`src/rtl/instr_prefetch_queue_pkg.sv`:
```
// Shared processor definitions: instruction word size,
// prefetch queue depth and opcode encodings.
package instr_prefetch_queue_pkg;

  localparam int INSTR_W  = 10;
  localparam int IQ_DEPTH = 4;

  typedef enum logic [3:0] {
    OP_NOP  = 4'h0,
    OP_ALU  = 4'h1,
    OP_LOAD = 4'h2,
    OP_STOR = 4'h3,
    OP_BRCH = 4'h4,
    OP_JUMP = 4'h5
  } opcode_e;

endpackage

```
`src/rtl/instr_prefetch_queue_wrap_ptr.sv`:
```
// Modulo-DEPTH pointer with enable and synchronous clear,
// stepped on the falling clock edge.
import instr_prefetch_queue_pkg::*;

module wrap_ptr #(
  parameter int DEPTH = IQ_DEPTH,
  parameter int PW    = $clog2(DEPTH)
) (
  input  logic          clk_n,
  input  logic          clr,
  input  logic          en,
  output logic [PW-1:0] ptr
);

  logic [PW-1:0] ptr_q;
  logic [PW-1:0] ptr_d;

  // DEPTH is a power of two, so natural overflow is the wrap
  always_comb begin
    ptr_d = ptr_q;
    if (clr)
      ptr_d = '0;
    else if (en)
      ptr_d = ptr_q + PW'(1);
  end

  always_ff @(negedge clk_n) begin
    ptr_q <= ptr_d;
  end

  assign ptr = ptr_q;

endmodule

```
`src/rtl/instr_prefetch_queue.sv`:
```
// Instruction prefetch queue: holds the head instruction until
// Advance, drops enqueues when full and flags that stickily.
import instr_prefetch_queue_pkg::*;

module instr_prefetch_queue #(
  parameter int WIDTH = INSTR_W,
  parameter int DEPTH = IQ_DEPTH
) (
  input  logic                     CLKb,
  input  logic                     Clear,
  input  logic [WIDTH-1:0]         D,
  input  logic                     LoadEN,
  input  logic                     Advance,
  input  logic                     Flush,
  output logic [WIDTH-1:0]         Q,
  output logic                     Empty,
  output logic                     Full,
  output logic [$clog2(DEPTH):0]   Count,
  output logic                     Overflow
);

  localparam int PW = $clog2(DEPTH);
  localparam int CW = PW + 1;

  logic [WIDTH-1:0] mem_q [DEPTH];
  logic [WIDTH-1:0] mem_d [DEPTH];
  logic [CW-1:0]    count_q;
  logic [CW-1:0]    count_d;
  logic             ovf_q;
  logic             ovf_d;

  logic [PW-1:0] head;
  logic [PW-1:0] tail;
  logic          clr_all;
  logic          do_push;
  logic          do_pop;

  assign Empty   = (count_q == '0);
  assign Full    = (count_q == CW'(DEPTH));
  assign clr_all = Clear | Flush;
  assign do_pop  = Advance & ~Empty & ~clr_all;
  // When full, an enqueue only fits if the head retires on the same edge
  assign do_push = LoadEN & (~Full | Advance) & ~clr_all;

  always_comb begin
    count_d = count_q + CW'(do_push) - CW'(do_pop);
    ovf_d   = ovf_q;
    if (clr_all) begin
      count_d = '0;
      ovf_d   = 1'b0;
    end else if (LoadEN && Full && !Advance) begin
      ovf_d = 1'b1;
    end
  end

  always_comb begin
    mem_d = mem_q;
    if (do_push)
      mem_d[tail] = D;
  end

  always_ff @(negedge CLKb) begin
    count_q <= count_d;
    ovf_q   <= ovf_d;
    mem_q   <= mem_d;
  end

  wrap_ptr #(.DEPTH(DEPTH)) u_head (
    .clk_n (CLKb),
    .clr   (clr_all),
    .en    (do_pop),
    .ptr   (head)
  );

  wrap_ptr #(.DEPTH(DEPTH)) u_tail (
    .clk_n (CLKb),
    .clr   (clr_all),
    .en    (do_push),
    .ptr   (tail)
  );

  assign Q        = Empty ? '0 : mem_q[head];
  assign Count    = count_q;
  assign Overflow = ovf_q;

endmodule

```
`config.mk`:
```
export PLATFORM = sky130hd
export DESIGN_NAME = instr_prefetch_queue
export DESIGN_NICKNAME = d
export VERILOG_FILES = /design/src/rtl/instr_prefetch_queue_pkg.sv /design/src/rtl/instr_prefetch_queue_wrap_ptr.sv /design/src/rtl/instr_prefetch_queue.sv
export SDC_FILE = /design/constraint.sdc
export NUM_CORES = 1
export LEC_CHECK = 0
export CAP_MARGIN = 25
export CORE_ASPECT_RATIO = 1.25
export CORE_UTILIZATION = 53
export DETAILED_ROUTE_END_ITERATION = 6
export GPL_TIMING_DRIVEN = 0
export PLACE_DENSITY = 0.77
export SYNTH_ARGS = -nofsm -noshare
export SYNTH_HDL_FRONTEND = slang
export SYNTH_SLANG_ARGS = --single-unit
export TNS_END_PERCENT = 10
```
`constraint.sdc`:
```
create_clock -name CLKb -period 3 [get_ports CLKb]
set_input_delay 0.6 -clock CLKb [delete_from_list [all_inputs] [get_ports CLKb]]
set_output_delay 0.6 -clock CLKb [all_outputs]
set_load 0.005 [all_outputs]
```
==> key figures <==
Run status
  – Status: complete, but fails checks
  – Failing checks: setup timing

Place
  – Placed cell count: 204
  – Dpl ws: -1.40 ns
  – HPWL Detailed: 2390 um
  – Port bufs: 30
  – GP Congestion: between 0.7 and 0.8

Logic synthesis
  – Sequential share of the synthesized area: 65.3%
  – Warnings, synthesis: 0
  – Top cells by count, synth: 40 x edfxtp_1, 8 x dfxtp_1, 8 x inv_1, 8 x mux4_2, 8 x nor2b_4
  – Top cells by area, synth: edfxtp_1 58%, mux4_2 8.6%, dfxtp_1 7.7%
  – Netlist cell types: 32
  – Synth Instances: 120
  – Yosys top cell by area: edfxtp_1
  – Syn_nets: 142
  – Main synth FF type: edfxtp_1
  – Synthesized area: about 0.0021 sq mm
  – Mean Syn Cell Area: 17.4 sq um
  – Post-synth top area share: 57.6%
  – Most common cell in the synthesized netlist: edfxtp_1
  – Ys async rst share: 0%
  – Synthesized flop and latch total: 48
  – Number of synthesized flops with an enable pin: 40

Power
  – Leak: 1.24 nW
  – PwrDens: 492 mW/mm^2
  – Max VDD drop: around 350 uV

STA
  – Final Max Slew Viols: 0
  – Worst-Margin Slew: 0.575 ns
  – Setup ws final: -0.805 ns
  – Finish-stage setup viols: 15
  – Final Hold Viols: 0
  – Layout Skew: 0.0194 ns
  – Max-Slew Margin vs Limit: 61.3%
  – RSZ-0062 raised after global routing: yes

CTS
  – Clock Sinks: 48
  – Max clock buf depth: 2
  – Clk root buf: clkbuf_8
  – Worst-path clk slew: 0.04 ns
  – Htree depth: 2
  – Number of CTS-inserted buffers: 5
  – Clock tree from TritonCTS: done
  – Clk_lat worst skew: 0.37 ns
  – CTS hold repair buffers: 0

Setup path
  – CP Buf/Inv Count: 3
  – Cell Chain, Critical Path: buf_12 -> buf_12 -> mux4_2 -> nor2b_4 -> buf_2
  – Slowest cell on crit path: mux4_2
  – Max FO, Critical Path: 5
  – Crit end category: output pin
  – Crit path max-delay family: multiplexers
  – Slowest Stage Delay on Critical Path: around 0.50 ns
  – CP arrival: ~3.2 ns
  – Critical path type: flop to output pin
  – CP dominant cell by count: buf_12
  – Req. time, crit path: 2.40 ns
  – CP Launch Type: flop

GRT
  – M3 GR Usage: 8.73%
  – Largest net degree at the start of global routing: 14
  – GR peak layer: met2
  – Grt total ovfl: 0
  – Antenna violations before repair: 0
  – Gr usage total: a little under a quarter
  – Met1 usage in global routing: a little over a fifth
  – First-pass GRT wire length: 6740 um
  – GR Util met2: 39.7%
  – Vias in the first global route: between 1.5k and 2k

Layout
  – Final Util: 75.6%
  – Layout area overhead: 37.3%
  – Fin nets: 235
  – Share of cells above drive strength 1: 36.4%
  – ANT cells: 0
  – Non-Filler Instances: between 200 and 300

Routing
  – DRC Markers: 0
  – Drt pass-1 iters: 4
  – Post-detailed-routing wire length: between 4000 and 5000 um
  – DRT iter0 DRCs: 57
  – Vias: 1,329
  – Per-cell routed wire length: 15.5 um
  – Final ANT Viol Nets: 0
  – Via/cell ratio: 4.96

Floorplan
  – I/O Pins: 31
  – Starting Density: 55.1%
  – # rows: 25
  – Total die area: 0.00419 sq mm
  – Die height: 72.1 um
  – Die width: 58.1 um
  – Core area: 0.00378 sq mm

Flow run
  – Max-cap violation count: 0

Worst hold path
  – Hold Path Class: flop to flop
sequential cells by signal, summed over array words and instances (netlist names):
register	flops
Count	3
Overflow	1
mem_q	40
u_head.ptr	2
u_tail.ptr	2
repair_timing:
action                     4_1_cts  5_1_grt
gates cloned                     1        0
resized for setup               91        7
setup endpoints to repair       62       43
buffers inserted                 7        1
pin swaps                        4        2
where the power goes:
group	total, mW	internal, mW	switching [mW]
combinational	0.0755	0.0413	0.0342
clock	0.596	0.240	0.356
sequential	0.736	0.732	0.00403
final cells by class:
class                   instances  area [sq um]
clock buffers                   5          68.8
inverters                       7          26.3
clock inverters                51           193
plain buffers                   5          63.8
flip-flops and latches         48          1380
multi-input cells              59           719
well taps                      54          67.6
repair buffers                 39           348
fillers                       250           923
final timing paths:
| check | startpoint | slack [ns] | to | cells after the start |
|---|---|---|---|---|
| worst max-delay path | u_head.ptr[0]$_SDFFE_NP0P_ | -0.81 | Q[6] | 5 |
| worst min-delay path | Overflow$_SDFFE_NP0P_ | 0.46 | Overflow$_SDFFE_NP0P_ | 2 |
| worst max register to register | Count[1]$_SDFF_NP0_ | 0.57 | Count[2]$_SDFF_NP0_ | 10 |
| worst min register to register | Overflow$_SDFFE_NP0P_ | 0.46 | Overflow$_SDFFE_NP0P_ | 2 |
stage by stage:
step	setup TNS, ns	power, mW	hold slack, ns	area, sq um
after floorplan	-5.04	0.875	0.461	2130
after global placement	-48.66	0.911	0.453	2500
after CTS	-10.31	1.43	0.469	2860
after detailed placement	-49.83	0.915	0.467	2500
after global routing	-10.81	1.52	0.481	2860
final	-9.84	1.41	0.463	2860
layer usage:
layer	wire length, um	share of wire [%]
met5	0	0
met4	104	2.5
met3	164	3.9
met2	2370	57
met1	1520	37
tightest hold or removal path, delay by kind of cell (launching register included):
kind / cells / cell delay, ns
flip-flops: 1 / 0.32
AO/OA/AOI/OAI: 1 / 0.04
AND/OR/NAND/NOR: 1 / 0.07
cells by family (layout without fill, tap and decap cells):
group	count (synthesis)	in the layout	synth area share, %
DFF	48	48	65.3
and+or+nand+nor	32	32	12.4
buffers and inverters	13	107	3.30
muxes	10	10	11.2
adders and majority gates	7	7	4.56
AOI/OAI and AO/OA	7	7	1.98
xor gates and xnor gates	3	3	1.26
placed cells by master, fill, tap and decap left out, types with 2 or more instances in the layout:
cell type	instances
buf_2	13
and2_1	2
nor2_1	3
and3_2	4
o31ai_1	2
edfxtp_1	40
dfxtp_4	3
buf_12	3
o21ai_0	2
clkbuf_8	6
dfxtp_1	3
clkdlybuf4s15_2	2
buf_4	7
clkdlybuf4s50_1	10
nand2_1	2
dfxtp_2	2
ha_1	5
inv_1	57
mux4_2	10
nor2_4	3
buf_6	5
nor2b_4	9
a21oi_1	2
Power figures use the tool's default switching activity.
